`src/rtl/alu_arbiter.sv`:
```
// alu_arbiter: round-robin two-requester front end for a shared multi-unit ALU.
module alu_arbiter #(
    parameter int OP_DATA_WIDTH   = 16,
    parameter int ARITH_OUT_WIDTH = 32
) (
    input  logic                       clk,
    input  logic                       rst,
    input  logic                       req0_valid,
    output logic                       req0_ready,
    input  logic [3:0]                 req0_fun,
    input  logic [OP_DATA_WIDTH-1:0]   req0_a,
    input  logic [OP_DATA_WIDTH-1:0]   req0_b,
    input  logic                       req1_valid,
    output logic                       req1_ready,
    input  logic [3:0]                 req1_fun,
    input  logic [OP_DATA_WIDTH-1:0]   req1_a,
    input  logic [OP_DATA_WIDTH-1:0]   req1_b,
    output logic [OP_DATA_WIDTH-1:0]   alu_a,
    output logic [OP_DATA_WIDTH-1:0]   alu_b,
    output logic [3:0]                 alu_fun,
    input  logic [ARITH_OUT_WIDTH-1:0] Arith_OUT,
    input  logic [15:0]                Logic_Out,
    input  logic [15:0]                CMP_Out,
    input  logic [15:0]                Shift_Out,
    input  logic                       Arith_Flag,
    input  logic                       Logic_Flag,
    input  logic                       CMP_Flag,
    input  logic                       Shift_Flag,
    output logic                       rsp_valid,
    input  logic                       rsp_ready,
    output logic                       rsp_id,
    output logic [ARITH_OUT_WIDTH-1:0] rsp_data,
    output logic                       rsp_err,
    output logic                       busy
);
    localparam logic [1:0] IDLE  = 2'd0;
    localparam logic [1:0] ISSUE = 2'd1;
    localparam logic [1:0] WAIT  = 2'd2;
    localparam logic [1:0] RESP  = 2'd3;
    localparam int EXT = ARITH_OUT_WIDTH - 16;
    logic [1:0]                 state_q, state_d;
    logic                       pri_q, pri_d;
    logic [OP_DATA_WIDTH-1:0]   alu_a_q, alu_a_d, alu_b_q, alu_b_d;
    logic [3:0]                 alu_fun_q, alu_fun_d;
    logic                       rsp_id_q, rsp_id_d, rsp_err_q, rsp_err_d;
    logic [ARITH_OUT_WIDTH-1:0] rsp_data_q, rsp_data_d, sel_data;
    logic                       g0, g1, grant, div0, sel_flag;
    logic [3:0]                 gfun;
    logic [OP_DATA_WIDTH-1:0]   ga, gb;
    always_comb begin
        g0       = req0_valid && (!req1_valid || !pri_q);
        g1       = req1_valid && !g0;
        grant    = state_q == IDLE && (g0 || g1);
        gfun     = g1 ? req1_fun : req0_fun;
        ga       = g1 ? req1_a : req0_a;
        gb       = g1 ? req1_b : req0_b;
        div0     = gfun == 4'b0011 && gb == '0;
        sel_flag = alu_fun_q[3:2] == 2'b00 ? Arith_Flag :
                   alu_fun_q[3:2] == 2'b01 ? Logic_Flag :
                   alu_fun_q[3:2] == 2'b10 ? CMP_Flag : Shift_Flag;
        sel_data = alu_fun_q[3:2] == 2'b00 ? Arith_OUT :
                   alu_fun_q[3:2] == 2'b01 ? {{EXT{1'b0}}, Logic_Out} :
                   alu_fun_q[3:2] == 2'b10 ? {{EXT{1'b0}}, CMP_Out} : {{EXT{1'b0}}, Shift_Out};
        state_d    = grant ? (div0 ? RESP : ISSUE) :
                     state_q == ISSUE ? WAIT :
                     state_q == WAIT ? RESP :
                     (state_q == RESP && rsp_ready) ? IDLE : state_q;
        pri_d      = grant ? g0 : pri_q;
        alu_a_d    = grant && !div0 ? ga : alu_a_q;
        alu_b_d    = grant && !div0 ? gb : alu_b_q;
        alu_fun_d  = grant && !div0 ? gfun : alu_fun_q;
        rsp_id_d   = grant ? g1 : rsp_id_q;
        rsp_data_d = grant ? '0 : state_q == WAIT ? (sel_flag ? sel_data : '0) : rsp_data_q;
        rsp_err_d  = grant ? div0 : state_q == WAIT ? !sel_flag : rsp_err_q;
    end
    always_ff @(posedge clk) begin
        if (rst) begin
            state_q    <= IDLE;
            pri_q      <= 1'b0;
            alu_a_q    <= '0;
            alu_b_q    <= '0;
            alu_fun_q  <= 4'b0000;
            rsp_id_q   <= 1'b0;
            rsp_data_q <= '0;
            rsp_err_q  <= 1'b0;
        end else begin
            state_q    <= state_d;
            pri_q      <= pri_d;
            alu_a_q    <= alu_a_d;
            alu_b_q    <= alu_b_d;
            alu_fun_q  <= alu_fun_d;
            rsp_id_q   <= rsp_id_d;
            rsp_data_q <= rsp_data_d;
            rsp_err_q  <= rsp_err_d;
        end
    end
    assign req0_ready = grant && g0 && !rst;
    assign req1_ready = grant && g1 && !rst;
    assign alu_a      = alu_a_q;
    assign alu_b      = alu_b_q;
    assign alu_fun    = alu_fun_q;
    assign rsp_valid  = state_q == RESP;
    assign rsp_id     = rsp_id_q;
    assign rsp_data   = rsp_data_q;
    assign rsp_err    = rsp_err_q;
    assign busy       = state_q != IDLE;
endmodule
```
`config.mk`:
```
export PLATFORM = sky130hd
export DESIGN_NAME = alu_arbiter
export DESIGN_NICKNAME = d
export VERILOG_FILES = /design/src/rtl/alu_arbiter.sv
export SDC_FILE = /design/constraint.sdc
export NUM_CORES = 1
export LEC_CHECK = 0
export CAP_MARGIN = 0
export CORE_UTILIZATION = 34
export CTS_CLUSTER_SIZE = 14
export DETAILED_ROUTE_END_ITERATION = 7
export PLACE_DENSITY = 0.77
export SLEW_MARGIN = 20
export SYNTH_ARGS = -nofsm -noshare
export SYNTH_HDL_FRONTEND = slang
export SYNTH_SLANG_ARGS = --single-unit
```
`constraint.sdc`:
```
create_clock -name clk -period 2.2 [get_ports clk]
set_input_delay 0.44 -clock clk [delete_from_list [all_inputs] [get_ports clk]]
set_output_delay 0.44 -clock clk [all_outputs]
set_load 0.03 [all_outputs]
```
=== Yosys cells after proc, flatten, opt, wreduce, memory -nomap -nowiden ===
Index checks and enable logic that the tools add are counted.

* Bits in registers: 73
* Input bits: 161
* Output and inout port bits: 74
* Logic and storage cells: 56

* Equal/unequal tests: 6
* Mux-type cells: 17
* Reduce and logical (&&, ||, !) cells: 25

{| class="wikitable"
|+ Operators by type and width
! kind !! number
|-
| $mux W16 || 4
|-
| $mux W32 || 2
|-
| $logic_not A16 Y1 || 1
|-
| $logic_and A1 B1 Y1 || 10
|-
| $mux W2 || 5
|-
| $eq A2 B2 Y1 const B || 3
|-
| $logic_not A1 Y1 || 6
|-
| $mux W1 || 5
|-
| $eq A2 B1 Y1 const B || 2
|-
| $eq A4 B2 Y1 const B || 1
|-
| $logic_not A2 Y1 || 2
|-
| $mux W4 || 1
|-
| $reduce_bool A2 Y1 || 2
|-
| $reduce_bool A4 Y1 || 1
|-
| $logic_or A1 B1 Y1 || 2
|-
| $reduce_or A2 Y1 || 1
|}

=== Depth between registers and ports, before layout ===
Gate-level depths: netlist of the first run.

* Word-level depth: 10
* Gate-level depth with buffers: 8
* Depth with buffers taken out: 7

=== Least setup slack after synthesis of the first run ===
OpenSTA, ideal clock, no wires.

* Path type: reg2out
* Start point: reg state_q[0]
* End point: out req0_ready
* Arrival time: 2389 ps
* Data required time: 1760 ps
* Path slack: -629 ps
* Cell stages (with the launch flop): 5
* Path buffers: 0
* Cell sequence: dfxtp_1 inv_1 ha_1 inv_1 a2111oi_0

* Longest elaborated chain between the ends: 4

{| class="wikitable"
|+ Ends and longest elaborated chain
! item !! line !! RTL
|-
| start: declaration || 41 || <nowiki>logic [1:0] state_q, state_d;</nowiki>
|-
| start signal: assignment || 87 || <nowiki>state_q <= state_d;</nowiki>
|-
| $logic_not A2 Y1 || 53 || <nowiki>grant = state_q == IDLE && (g0 || g1);</nowiki>
|-
| $logic_and A1 B1 Y1 || 53 ||
|-
| $logic_and A1 B1 Y1 (2 in a row) || 97 || <nowiki>assign req0_ready = grant && g0 && !rst;</nowiki>
|-
| end: declaration || 9 || <nowiki>output logic req0_ready,</nowiki>
|}

Every way passes these cells.

=== Final worst setup path of the first run ===
* Start point: in req1_fun[1]
* End point: reg alu_a_q[4] (netlist: alu_a[4])

* Longest elaborated chain between the ends: 5

{| class="wikitable"
|+ Ends and longest elaborated chain
! item !! line !! RTL
|-
| start: declaration || 15 || <nowiki>input logic [3:0] req1_fun,</nowiki>
|-
| $mux W4 || 54 || <nowiki>gfun = g1 ? req1_fun : req0_fun;</nowiki>
|-
| $eq A4 B2 Y1 || 57 || <nowiki>div0 = gfun == 4'b0011 && gb == '0;</nowiki>
|-
| $logic_and A1 B1 Y1 || 57 ||
|-
| $logic_not A1 Y1 || 69 || <nowiki>alu_a_d = grant && !div0 ? ga : alu_a_q;</nowiki>
|-
| $logic_and A1 B1 Y1 || 69 ||
|-
| end signal: assignment || 89 || <nowiki>alu_a_q <= alu_a_d;</nowiki>
|-
| end: declaration || 43 || <nowiki>logic [OP_DATA_WIDTH-1:0] alu_a_q, alu_a_d, alu_b_q, alu_b_d;</nowiki>
|}

Every way passes these cells.
A chain may end at the register's enable or synchronous reset.

==> results.md, run 1 <==
* CP peak stage delay at 0.48 ns
* Synthesis-stage register bit count at 73
* Routed len/inst at 16.06 um
* Clk buf depth at 2
* Area after DPL at around 0.0065 mm2
* Seq/Total Area, Yosys at 37.45%
* Final Power at 5472 uW
* Syn nets at 610
* WP data arrival at between 2 and 2.5 ns
* HP Class: register to register
* Final TNS setup at 0 ns
* Routed Antenna Nets at 0
* Syn_area_per_cell at a little under 9 um2
* Ys Warns at 0
* Crit path max-delay family: buffers and inverters
* Max_slew headroom at between 70% and 80%
* Vias in the first global route at 4161
* ANT cells at 0
* Pwr Density at between 700 and 800 mW/mm2
* Total track usage at around 22%
* Port Buffers at 234
* Die area at 0.01191 mm2
* First-pass GRT wire length at approximately 20000 um
* Crit path kind: input port to register
* Crit end category: register
* Initial antenna violation count at 0
* Clock sink count at 73
* Place WS at -0.5443 ns
* Clk Latency, worst-skew pair at 0.32 ns
* Die Ht at 109.1 um
* Core outline area at between 0.01 and 0.015 mm2
* Final Hold Vio Count at 0
* Data required, critical path at 2.42 ns
* Run status: complete, no violations
* Worst path bufs/invs at 4
* Design Area, Final at 0.007114 mm2
* Final Cycle Share at 98.79%
* DIE WIDTH at 109.1 um
* CP startpoint kind: input port
* DRT iter0 DRCs at roughly 190
* Leak at 0.002804 uW
* Via count at 4199
* Number of cells after detailed placement at roughly 800
* CTS tree: done
* Endpoints failing setup at 0
* Area Growth Syn to Fin at 82.30%
* Drt first pass iters at 5
* Crit path top cell by count: buf_12
* VDD IR max at 508.1 uV
* Hold-fix buffers, CTS at 0
* Synth cell types at 35
* CTS H-tree depth at 3
* Starting Density at a little over a third
* Final WS setup at 0.02657 ns
* Post-Syn Area at between 0.003 and 0.004 mm2
* Max Cap Viol at 0
* Fin Clk Skew at 0.006575 ns
* Minimum clock period at 2.173 ns
* Crit-path max FO at 6
* Final Max Slew Viols at 0
* Layout net count at 859
* Detailed-route DRC error count at 0
* Fmax at 460.1 MHz
* Overall routed net length at approximately 13000 um
* Mapped Cells at ~450
* Largest net degree at the start of global routing at 43
* Worst-margin pin slew at 0.4064 ns
* Post-DP HPWL at 10230 um
* Total CTS buffers at 9
* CTS Root Cell: clkbuf_16
* Row cnt at 38
* CP cell instances: dlygate4sd2_1, or4b_4, o31a_1, o21ai_4, buf_12, buf_12, buf_16, mux2_2
* Slowest cell on the critical path: or4b_4
* DR vias/cell at about 5
* Overflow after GRT at 0
* Final non-filler cell total at 839
* Layout cells sized above 1 at 18.60%
* Clock-pin slew on the worst setup and hold paths at 0.06 ns
* GPL Wtd Cong at 0.8665
* IO Pins at about 240
cells in the final DEF, fill, tap and decap left out, drive strengths merged:
cell type and count:
nor3 1, and2 1, clkbuf 16, a211o 1, a221oi 2, dlygate4sd2 16
o21ai 3, clkinvlp 2, nand2 70, clkinv 2, mux4 17, a211oi 1
nand3 16, dfxtp 73, ha 4, or4b 2, clkdlybuf4s15 4, a21oi 70
buf 42, inv 7, nor2 20, a21o 2, nor2b 52, a2111oi 1
o31a 1, nor4 6, clkdlybuf4s50 200, o31ai 1, mux2 34, mux2i 2
a31oi 1, or4 1, o2111ai 1, dlymetal6s2s 5, nand2b 17, bufinv 1
o211ai 1, nor4b 2, nor4bb 1
final cells by class:
class,count,area (um2)
Fill cell,900,3916
Timing Repair Buffer,272,2731
Multi-Input combinational cell,331,2422
Sequential cell,73,1461
Clock buffer,11,242.7
Tap cell,140,175.2
Clock inverter,5,55.05
Inverter,7,26.28
worst register-to-register path, cell delays in order, from the launching register on:
cell and delay, ns:
dfxtp_1 0.43, nor2b_1 0.08, buf_4 0.16, nor4_4 0.32
a31oi_4 0.08, o21ai_4 0.18, buf_12 0.15, buf_12 0.11
buf_16 0.13, mux2_2 0.32
per-layer routing:
layer	global-route usage, %	share of wire (%)	vias up
met5	0	0	-
met4	6.081	1.4	0
met3	5.619	9.1	15
met2	41.42	50	182
met1	24.93	39	1960
li1	-	-	2042
synthesized netlist by cell type:
library cell / instances / area, um2
o2111ai_1: 1 / 8.760
nor2_1: 20 / 75.07
a21oi_1: 70 / 350.3
nor4_1: 6 / 37.54
nor3_1: 1 / 5.000
o31a_1: 1 / 8.760
a31oi_1: 1 / 6.260
nor2b_1: 52 / 325.3
a221oi_1: 2 / 17.52
a211oi_1: 1 / 7.510
nand3_1: 16 / 80.08
nand2_1: 70 / 262.8
nor4b_1: 2 / 17.52
inv_1: 7 / 26.28
mux2i_1: 2 / 20.02
buf_6: 3 / 33.78
o21ai_4: 1 / 16.27
nand2b_1: 17 / 106.4
nor4bb_1: 1 / 10.01
ha_1: 4 / 50.05
o31ai_1: 1 / 7.510
a21o_1: 2 / 15.01
dfxtp_1: 73 / 1461
buf_2: 2 / 10.01
clkbuf_1: 29 / 108.9
o21ai_0: 2 / 10.01
mux4_2: 17 / 382.9
a211o_1: 1 / 8.760
and2_1: 1 / 6.260
a2111oi_0: 1 / 8.760
mux2_2: 33 / 371.6
or4_1: 1 / 7.510
o211ai_1: 1 / 7.510
or4b_1: 2 / 20.02
mux2_1: 1 / 11.26
registers in the layout (all words and copies together), names as in the netlist:
signal / cells
alu_fun: 4
alu_b: 16
state_q: 2
rsp_id: 1
rsp_err: 1
rsp_data: 32
alu_a: 16
pri_q: 1
cell families after synthesis:
logic type | synth area share (%)
and+or+nand+nor | 24.43
buffers and inverters | 4.585
DFF | 37.45
AOI/OAI and AO/OA | 12.12
adders and majority gates | 1.283
muxes | 20.13
per-stage QoR:
step,util [%],hold slack (ns)
6_report,64.50,0.4549
3_3_place_gp,59.21,0.4390
2_1_floorplan,-,0.4911
5_1_grt,64.50,0.4805
4_1_cts,64.01,0.4569
3_5_place_dp,59.21,0.4437
worst paths after layout:
kind / startpoint / end / slack [ns] / depth (start not counted)
max: req1_fun[1] / alu_a[4] / 0.03 / 8
max reg2reg: pri_q / alu_a[4] / 0.13 / 9
min reg2reg: rsp_id / rsp_id / 0.45 / 1
min: rsp_id / rsp_id / 0.45 / 1
power by group:
group	internal, uW	total, uW	switching [uW]
Combinational	1290	2440	1150
Clock	905	1450	541
Sequential	1490	1590	96.1
timing repair:
| item | CTS | global route |
|---|---|---|
| buffers inserted | 6 | 3 |
| gates cloned | 4 | 0 |
| pin swaps | 12 | 10 |
| setup endpoints to repair | 36 | 28 |
| gates resized for setup | 49 | 25 |
Note: power is estimated with default switching activity, not from simulation.
==> inputs of run 2 (changes only) <==
Settings changed: MAX_ROUTING_LAYER from default to met4.
==> run 2 against run 1 <==
Compared with the run above: cell count stayed put; sequential power hardly changed; non-clock buffer count stayed put; critical path depth stayed put; flip-flop and latch count stayed put; first-iteration DRC count is 2.2% lower; core utilization stayed put; maximum frequency is 0.12% higher; global-route usage is 0.70 points higher; via count is 0.26% lower; total power hardly changed; design area stayed put.
==> results.md, run 2 (synthesized netlist as in run 1, its figures left out) <==
* Overflow after GRT at 0
* Crit end category: register
* WP data arrival at 2.39 ns
* Core outline area at between 0.01 and 0.015 mm2
* Final Cycle Share at 98.67%
* Final non-filler cell total at 839
* Die area at ~0.012 mm2
* Hold-fix buffers, CTS at 0
* First-pass GRT wire length at 20460 um
* VDD IR max at 506.4 uV
* HP Class: register to register
* Detailed-route DRC error count at 0
* Port Buffers at 234
* DRT iter0 DRCs at 182
* IO Pins at 235
* Clock sink count at 73
* Pwr Density at around 770 mW/mm2
* Crit path kind: input port to register
* CTS tree: done
* Routed len/inst at between 15 and 20 um
* ANT cells at 0
* Final hold slack at 0.4538 ns
* Vias in the first global route at 4154
* Worst-margin pin slew at 0.4101 ns
* Data required, critical path at 2.42 ns
* Area Growth Syn to Fin at 82.30%
* Area after DPL at 0.006531 mm2
* Post-DP HPWL at 10230 um
* Final WS setup at slightly below 0.03 ns
* GPL Wtd Cong at about 0.88
* Max_slew headroom at about 73%
* Fin Clk Skew at 0.007171 ns
* Die Ht at about 110 um
* Row cnt at 38
* Starting Density at roughly 35%
* Final Hold Vio Count at 0
* Most frequent cells in the layout: clkdlybuf4s50_1 (200), dfxtp_1 (73), a21oi_1 (70), nand2_1 (70), nor2b_1 (52)
* Crit-path max FO at 6
* Largest net degree at the start of global routing at 43
* CTS Root Cell: clkbuf_16
* Fmax at between 400 and 500 MHz
* Max FFs per register at 32
* Total track usage at 23.00%
* Place WS at -0.5443 ns
* Run status: complete, no violations
* Final Max Slew Viols at 0
* Clk Latency, worst-skew pair at 0.32 ns
* Initial antenna violation count at 0
* Routed Antenna Nets at 0
* Total CTS buffers at 9
* Commonest non-fill, non-tap cell in the layout: clkdlybuf4s50_1
* Via count at 4188
* DIE WIDTH at 109.1 um
* Number of cells after detailed placement at just over 800
* Minimum clock period at 2.171 ns
* Endpoints failing setup at 0
* Leak at between 0.002 and 0.003 uW
* CTS H-tree depth at 3
* Layout cells sized above 1 at 18.60%
* Clock-pin slew on the worst setup and hold paths at approximately 0.06 ns
* Drt first pass iters at 7
* CP startpoint kind: input port
* Layout net count at about 860
* Design Area, Final at about 0.0071 mm2
* Overall routed net length at 13490 um
* Clk buf depth at 2
* DR vias/cell at 4.992
* Util after Layout at 64.50%
* Max Cap Viol at 0
-- run 2: layout make-up --
class | count | area, um2
clock buffers | 11 | 242.7
clock inverters | 5 | 55.05
fillers | 900 | 3916
inverters | 7 | 26.28
multi-input cells | 331 | 2422
flip-flops and latches | 73 | 1461
well taps | 140 | 175.2
repair buffers | 272 | 2731
-- run 2: routing by layer --
metal | GRT usage (%) | part of all wire, % | vias up
met3 | 5.200 | 8.8 | 17
li1 | - | - | 2041
met4 | 6.081 | 1.5 | 0
met2 | 41.46 | 50 | 185
met5 | - | 0 | -
met1 | 25.29 | 39 | 1945
-- run 2: worst paths after layout --
| kind | from | cells past startpoint | slack (ns) | endpoint |
|---|---|---|---|---|
| max | req1_fun[1] | 8 | 0.03 | alu_a[4] |
| min | rsp_id | 1 | 0.45 | rsp_id |
| max reg2reg | pri_q | 9 | 0.13 | alu_a[4] |
| min reg2reg | rsp_id | 1 | 0.45 | rsp_id |
-- run 2: timing repair --
item                       4_1_cts  5_1_grt
setup endpoints to repair       36       28
gates resized for setup         49       25
gates cloned                     4        0
pin swaps                       12       10
setup buffers                    6        3
-- run 2: metrics by stage --
step | TNS (ns) | power [uW]
global route | -0.02150 | 5746
CTS | -0.05818 | 5487
floorplan | -0.02669 | 2827
finish | 0 | 5474
global placement | -16.16 | 3718
detailed placement | -18.88 | 3761
-- run 2: worst max-delay path, cell delays in order --
cell	delay, ns
dlygate4sd2_1	0.24
or4b_4	0.48
o31a_1	0.33
o21ai_4	0.19
buf_12	0.15
buf_12	0.11
buf_16	0.12
mux2_2	0.32
-- run 2: power by group --
part	switching, uW	internal, uW
clock network	541	905
logic	1150	1290
registers	96.2	1490
total	1790	3690
==> patch 1: new RTL, flow settings as in run 2 <==
`rsp_data_q` no longer has a reset.
--- a/src/rtl/alu_arbiter.sv
+++ b/src/rtl/alu_arbiter.sv
@@ -82,5 +82,4 @@
             alu_fun_q  <= 4'b0000;
             rsp_id_q   <= 1'b0;
-            rsp_data_q <= '0;
             rsp_err_q  <= 1'b0;
         end else begin
@@ -91,7 +90,10 @@
             alu_fun_q  <= alu_fun_d;
             rsp_id_q   <= rsp_id_d;
-            rsp_data_q <= rsp_data_d;
             rsp_err_q  <= rsp_err_d;
         end
+    end
+
+    always_ff @(posedge clk) begin
+        rsp_data_q <= rsp_data_d;
     end
     assign req0_ready = grant && g0 && !rst;
Function: differs if rst is asserted again (counterexample within 4 cycles, from zero or initial values and one cycle with rst high); with rst held inactive, the same outputs for 10 cycles.
==> patch 1 against run 2 <==
The run now ends with negative setup slack left. Register-to-register slack improved by 0.05 ns. Clock power is 28% lower. Worst setup slack lost 0.042 ns. Sequential cell count unchanged. Non-clock buffer count fell by 3. Area after synthesis fell by 1.9%. Wire length down 3.4%. Total power decreased by 4.1%. Final area shrank 3.1%. Critical path type unchanged. Critical endpoint is now alu_a[14]$_SDFFE_PP0P_.
==> patch 1: results (changes against run 2) <==
| Metric | Value |
|---|---|
| Status | finished, violations left |
| Failing checks | negative setup slack |
| Reg2reg end | alu_a[14]$_SDFFE_PP0P_ |
| Hold Crit Start | rsp_data[6]$_SDFFE_PP0P_ |
| Syn Inst Count | 444 (-0.22%) |
| Initial antenna violation count | 1 (+1) |
| Root buffer selected by CTS | clkbuf_8 |
| Routed wl met2 | 6620 microns (-2.4%) |
| Hold Crit Depth | 2 (+1) |
| Clock Skews | 0.0112 ns (+0.00401 ns) |
| Ratio of cells with drive above 1 in the final layout | 14.4% (-4.1 points) |
| Worst-path maximum fanout | 5 (-1) |
| Detailed placement HPWL | 9920 microns (-3.1%) |
| GRT Total Usage | 22.5% (-0.46 points) |
| WL met1 | 5290 microns (-0.43%) |
| Fraction of area in multi-input gates | 32.8% (-1.3 points) |
| First-pass GRT wire length | 19700 microns (-3.7%) |
| Hold_ws | 0.452 ns (-0.00132 ns) |
| R2R setup slack | 0.18 ns (+0.05 ns) |
| Area of the multi-input gates | 0.00226 sq mm (-6.7%) |
| Met1 GRT Util | 25.0% (-0.26 points) |
| Non-clk invs | 23 (+16) |
| Crit-path max cell delay | 0.45 ns (-0.03 ns) |
| Slowest-stage cell, CP | clkdlybuf4s50_1 |
| Final worst slack | -0.0127 ns (-0.0419 ns) |
| Final WL | 13000 microns (-3.4%) |
| Vias | 4105 (-2.0%) |
| Distinct cells, synth | 34 (-2.9%) |
| Detail Route met3 WL | 922 microns (-23%) |
| Final TNS setup | -0.0418 ns (-0.0418 ns) |
| NonClk Buf Share | 39.3% (+0.95 points) |
| Post-synthesis sequential area ratio | 38.2% (+0.71 points) |
| Worst path arrival time | 2.45 ns (+0.06 ns) |
| Peak VDD IR | 0.371 mV (-27%) |
| Final setup vio count | 6 (+6) |
| Met3 Usage GRT | 3.86% (-1.3 points) |
| Leakage Power | 2.86 nW (+1.8%) |
| Area contributors post-synth | dfxtp_1 (38%), mux4_2 (10%), nand2_1 (8.8%) |
| Instance area at placement | 0.00643 sq mm (-1.6%) |
| Layout clock area frac | 2.83% (-1.4 points) |
| Met2 Use GR | 41.1% (-0.38 points) |
| Placed Instances | 812 (+0.12%) |
| Post-synth top cells | nand2_1 (90), dfxtp_1 (73), a21oi_1 (53), nor2b_1 (51), mux2_1 (27) |
| Post-Layout Cell Count | 840 (+0.12%) |
| Placement Setup Slack | -0.529 ns (+0.0154 ns) |
| Worst Hold Endpoint | rsp_data[6]$_SDFFE_PP0P_ |
| Synthesized net count | 609 (-0.16%) |
| Clock network fraction of total power | 19.8% (-6.6 points) |
| Clock Latency Late Sink | 0.34 ns (+0.02 ns) |
| First-pass detailed-route iteration total | 4 (-3) |
| Cell count of the worst reg-to-reg path | 7 (-2) |
-- patch 1: what timing repair did --
action                                  in CTS  in global routing
cloned                                       3                  0
endpoints found under the setup margin      39                 38
pin swaps                                    8                 10
setup buffers                                7                  1
gates resized for setup                     36                 14
-- patch 1: power by group through the flow --
stage | registers (mW) | clock network (mW) | logic [mW]
global placement | 1.68 | 0 | 2.29
global route | 1.69 | 1.13 | 2.72
floorplan | 2.06 | 0 | 0.908
finish | 1.66 | 1.04 | 2.55
CTS | 1.66 | 1.07 | 2.56
detailed placement | 1.69 | 0 | 2.33
-- patch 1: worst max-delay path by stage --
stage	depth (start not counted)	startpoint	endpoint
4_1_cts	8	req1_fun[3]	alu_a[14]$_SDFFE_PP0P_
3_5_place_dp	7	req1_fun[0]	alu_a[10]$_SDFFE_PP0P_
6_report	8	req0_b[9]	alu_a[14]$_SDFFE_PP0P_
2_1_floorplan	5	req1_b[0]	alu_a[0]$_SDFFE_PP0P_
3_3_place_gp	7	req1_b[2]	alu_a[2]$_SDFFE_PP0P_
5_1_grt	8	req0_b[11]	alu_a[5]$_SDFFE_PP0P_
-- patch 1: cell families (layout without fill, tap and decap cells) --
logic type / Yosys count / in the layout / share of synthesized area [%]
AND/OR/NAND/NOR: 180 / 180 / 22.5
multiplexers: 53 / 53 / 20.5
other: 0 / 1 / 0
flip-flops: 73 / 73 / 38.2
AO/OA/AOI/OAI: 81 / 81 / 11.7
adder cells (fa/ha/maj): 4 / 4 / 1.31
buffers and inverters: 53 / 308 / 5.88
-- patch 1: worst max-delay path, delay by kind of cell --
family	cells	cell delay (ns)
buffers and inverters	3	0.82
muxes	1	0.30
AOI/OAI and AO/OA	3	0.55
and+or+nand+nor	1	0.33
==> patch 2: new RTL, flow settings as in run 2 <==
Made on the original files. `ARITH_OUT_WIDTH`: 32 -> 40.
--- a/src/rtl/alu_arbiter.sv
+++ b/src/rtl/alu_arbiter.sv
@@ -2,5 +2,5 @@
 module alu_arbiter #(
     parameter int OP_DATA_WIDTH   = 16,
-    parameter int ARITH_OUT_WIDTH = 32
+    parameter int ARITH_OUT_WIDTH = 40
 ) (
     input  logic                       clk,
Interface: changed (resized Arith_OUT and rsp_data); port bits go from 235 to 251. The function was not compared with the original's and may differ.
==> patch 2 against run 2 <==
Total power decreased by 10%. Worst setup slack lost 0.020 ns. Worst hold slack better by 0.0045 ns. Sequential cell count rose by 8. Critical path depth stayed put. Wire length up 0.92%. Final area decreased by 0.83%. Clock power is 34% lower. Maximum frequency is 0.92% lower. Area after synthesis fell by 2.5%. Via count shrank 4.6%. Sequential power rose by 13%. Combinational power is 11% lower. Cell count decreased by 4.6%. Largest power group unchanged.
==> patch 2: results (changes against run 2) <==
| Metric | Value |
|---|---|
| Largest net degree at the start of global routing | 48 (+12%) |
| Avg WL per Cell | 17.0 microns (+5.8%) |
| Clock Skews | 0.0148 ns (+0.00765 ns) |
| Num CTS Buffers | 9 (unchanged) |
| Placement Setup Slack | -0.333 ns (+0.211 ns) |
| Starting DRC count in detailed routing | 156 (-14%) |
| Post-synthesis sequential area ratio | 42.6% (+5.2 points) |
| Post-synth top cells | dfxtp_1 (81), a21oi_1 (43), mux2i_1 (34), nor2_1 (33), o2bb2ai_1 (31) |
| Ratio of cells with drive above 1 in the final layout | 14.8% (-3.8 points) |
| Reg clk slew, reported paths | 0.09 ns (+0.03 ns) |
| Peak VDD IR | 0.537 mV (+6.0%) |
| R2R setup slack | 0.26 ns (+0.13 ns) |
| Final TNS setup | 0 ns (unchanged) |
| Yosys warnings | 0 (unchanged) |
| Max clock buf depth | 2 (unchanged) |
| Area contributors post-synth | dfxtp_1 (43%), mux4_2 (10%), mux2i_1 (8.9%) |
| Post-Layout Cell Count | 800 (-4.6%) |
| First-pass detailed-route iteration total | 4 (-3) |
| Leakage Power | 2.72 nW (-2.9%) |
| Detailed placement HPWL | 10600 microns (+3.2%) |
| Clock Latency Late Sink | 0.35 ns (+0.03 ns) |
| Vias per Instance | 5.00 (about the same) |
| Largest register FFs | 40 (+25%) |
| Slowest-stage cell, CP | or4_4 |
| Slew @ Worst Pin | 0.533 ns (+0.123 ns) |
| Beginning of the worst register-to-register path | pri_q$_SDFFE_PP0P_ |
| Worst-path maximum fanout | 7 (+1) |
| Root buffer selected by CTS | clkbuf_8 |
| Async SR Flop Fraction | 0% (unchanged) |
| Status | finished, final reports clean |
| Placed Instances | 777 (-4.2%) |
| Synthesized net count | 549 (-10%) |
| Net count, final | 826 (-3.8%) |
| GRT Total Usage | 24.1% (+1.1 points) |
| Total number of H-tree levels | 3 (unchanged) |
| Avg Cell Area, Syn | 10.1 sq um (+15%) |
| Initial antenna violation count | 3 (+3) |
| Worst path arrival time | 2.47 ns (+0.08 ns) |
| Routability cong. | 0.925 (+5.0%) |
| Vias in the first global route | 4139 (-0.36%) |
| Crit-path max cell delay | 0.57 ns (+0.09 ns) |
| FILL cells | 878 (-2.4%) |
| Reg2reg end | alu_b[8]$_SDFFE_PP0P_ |
| Hold Crit Start | rsp_id$_SDFFE_PP0P_ |
| Cell count of the worst reg-to-reg path | 7 (-2) |
| Distinct cells, synth | 30 (-14%) |
| PortBufs | 250 (+6.8%) |
| Minimum clock period | 2.19 ns (+0.0201 ns) |
| First-pass GRT wire length | 20600 microns (+0.85%) |
| Hold/Removal Path Class | reg -> reg |
| Crit path max-delay family | simple AND/OR/NAND/NOR gates |
[patch 2: changes by cell type after synthesis, moves of 8 or more]
cell,delta
nand2_1,-59
mux2_2,-33
mux2i_1,+32
o2bb2ai_1,+31
nor2b_1,-28
a21oi_1,-27
nor2_1,+13
clkbuf_1,-12
dfxtp_1,+8
[patch 2: stage by stage]
step	hold WS (ns)	power (mW)	utilization, %	area (sq um)
after floorplan	0.440	2.89	-	3800
after global placement	0.442	3.86	61.8	6730
after detailed placement	0.447	3.89	61.8	6730
after CTS	0.465	4.86	63.3	6900
after global routing	0.459	5.18	64.8	7060
final	0.458	4.91	64.8	7060
[patch 2: routing by layer]
layer  GRT usage [%]  share of wire (%)  vias up
met5               -                  0        -
met4            8.02                1.7        0
met3            9.32                9.0       21
met2            41.8                 51      163
met1            25.0                 38     1881
li1                -                  -     1932
[patch 2: logic make-up (layout without fill, tap and decap cells)]
family | after synthesis | after routing | synth area share (%)
flip-flops | 81 | 81 | 42.6
multiplexers | 51 | 51 | 19.0
buffers and inverters | 31 | 312 | 3.85
AND/OR/NAND/NOR | 119 | 119 | 16.5
adder cells (fa/ha/maj) | 4 | 4 | 1.32
AO/OA/AOI/OAI | 90 | 90 | 16.6
other | 0 | 3 | 0
[patch 2: final cells by class]
class                   count  share of cell area [%]
clock buffers              10                    1.95
inverters                   3                   0.160
well taps                 140                    2.48
flip-flops and latches     81                    23.0
diodes                      3                   0.106
multi-input cells         264                    29.8
repair buffers            294                    42.1
clock inverters             5                   0.461
[patch 2: worst max-delay path by stage]
stage | from | to | cells after the start
2_1_floorplan | state_q[0]$_SDFFE_PP0P_ | req1_ready | 7
3_3_place_gp | req1_b[14] | alu_a[14]$_SDFFE_PP0P_ | 7
3_5_place_dp | req0_b[14] | alu_a[8]$_SDFFE_PP0P_ | 7
4_1_cts | req0_b[6] | alu_a[8]$_SDFFE_PP0P_ | 7
5_1_grt | req0_b[7] | alu_b[8]$_SDFFE_PP0P_ | 8
6_report | req0_b[7] | alu_b[8]$_SDFFE_PP0P_ | 8
[patch 2: power breakdown]
part | internal (mW) | switching (mW) | leakage (nW)
clock | 0.430 | 0.533 | 0.0802
sequential | 1.65 | 0.141 | 0.661
combinational | 1.09 | 1.08 | 1.98
[patch 2: repair_timing]
action | CTS | global route
endpoints found under the setup margin | 1 | 39
gates cloned | 0 | 3
resized for setup | 1 | 18
buffers inserted | 0 | 2
pin swaps | 0 | 6
hold buffers | 0 | 0
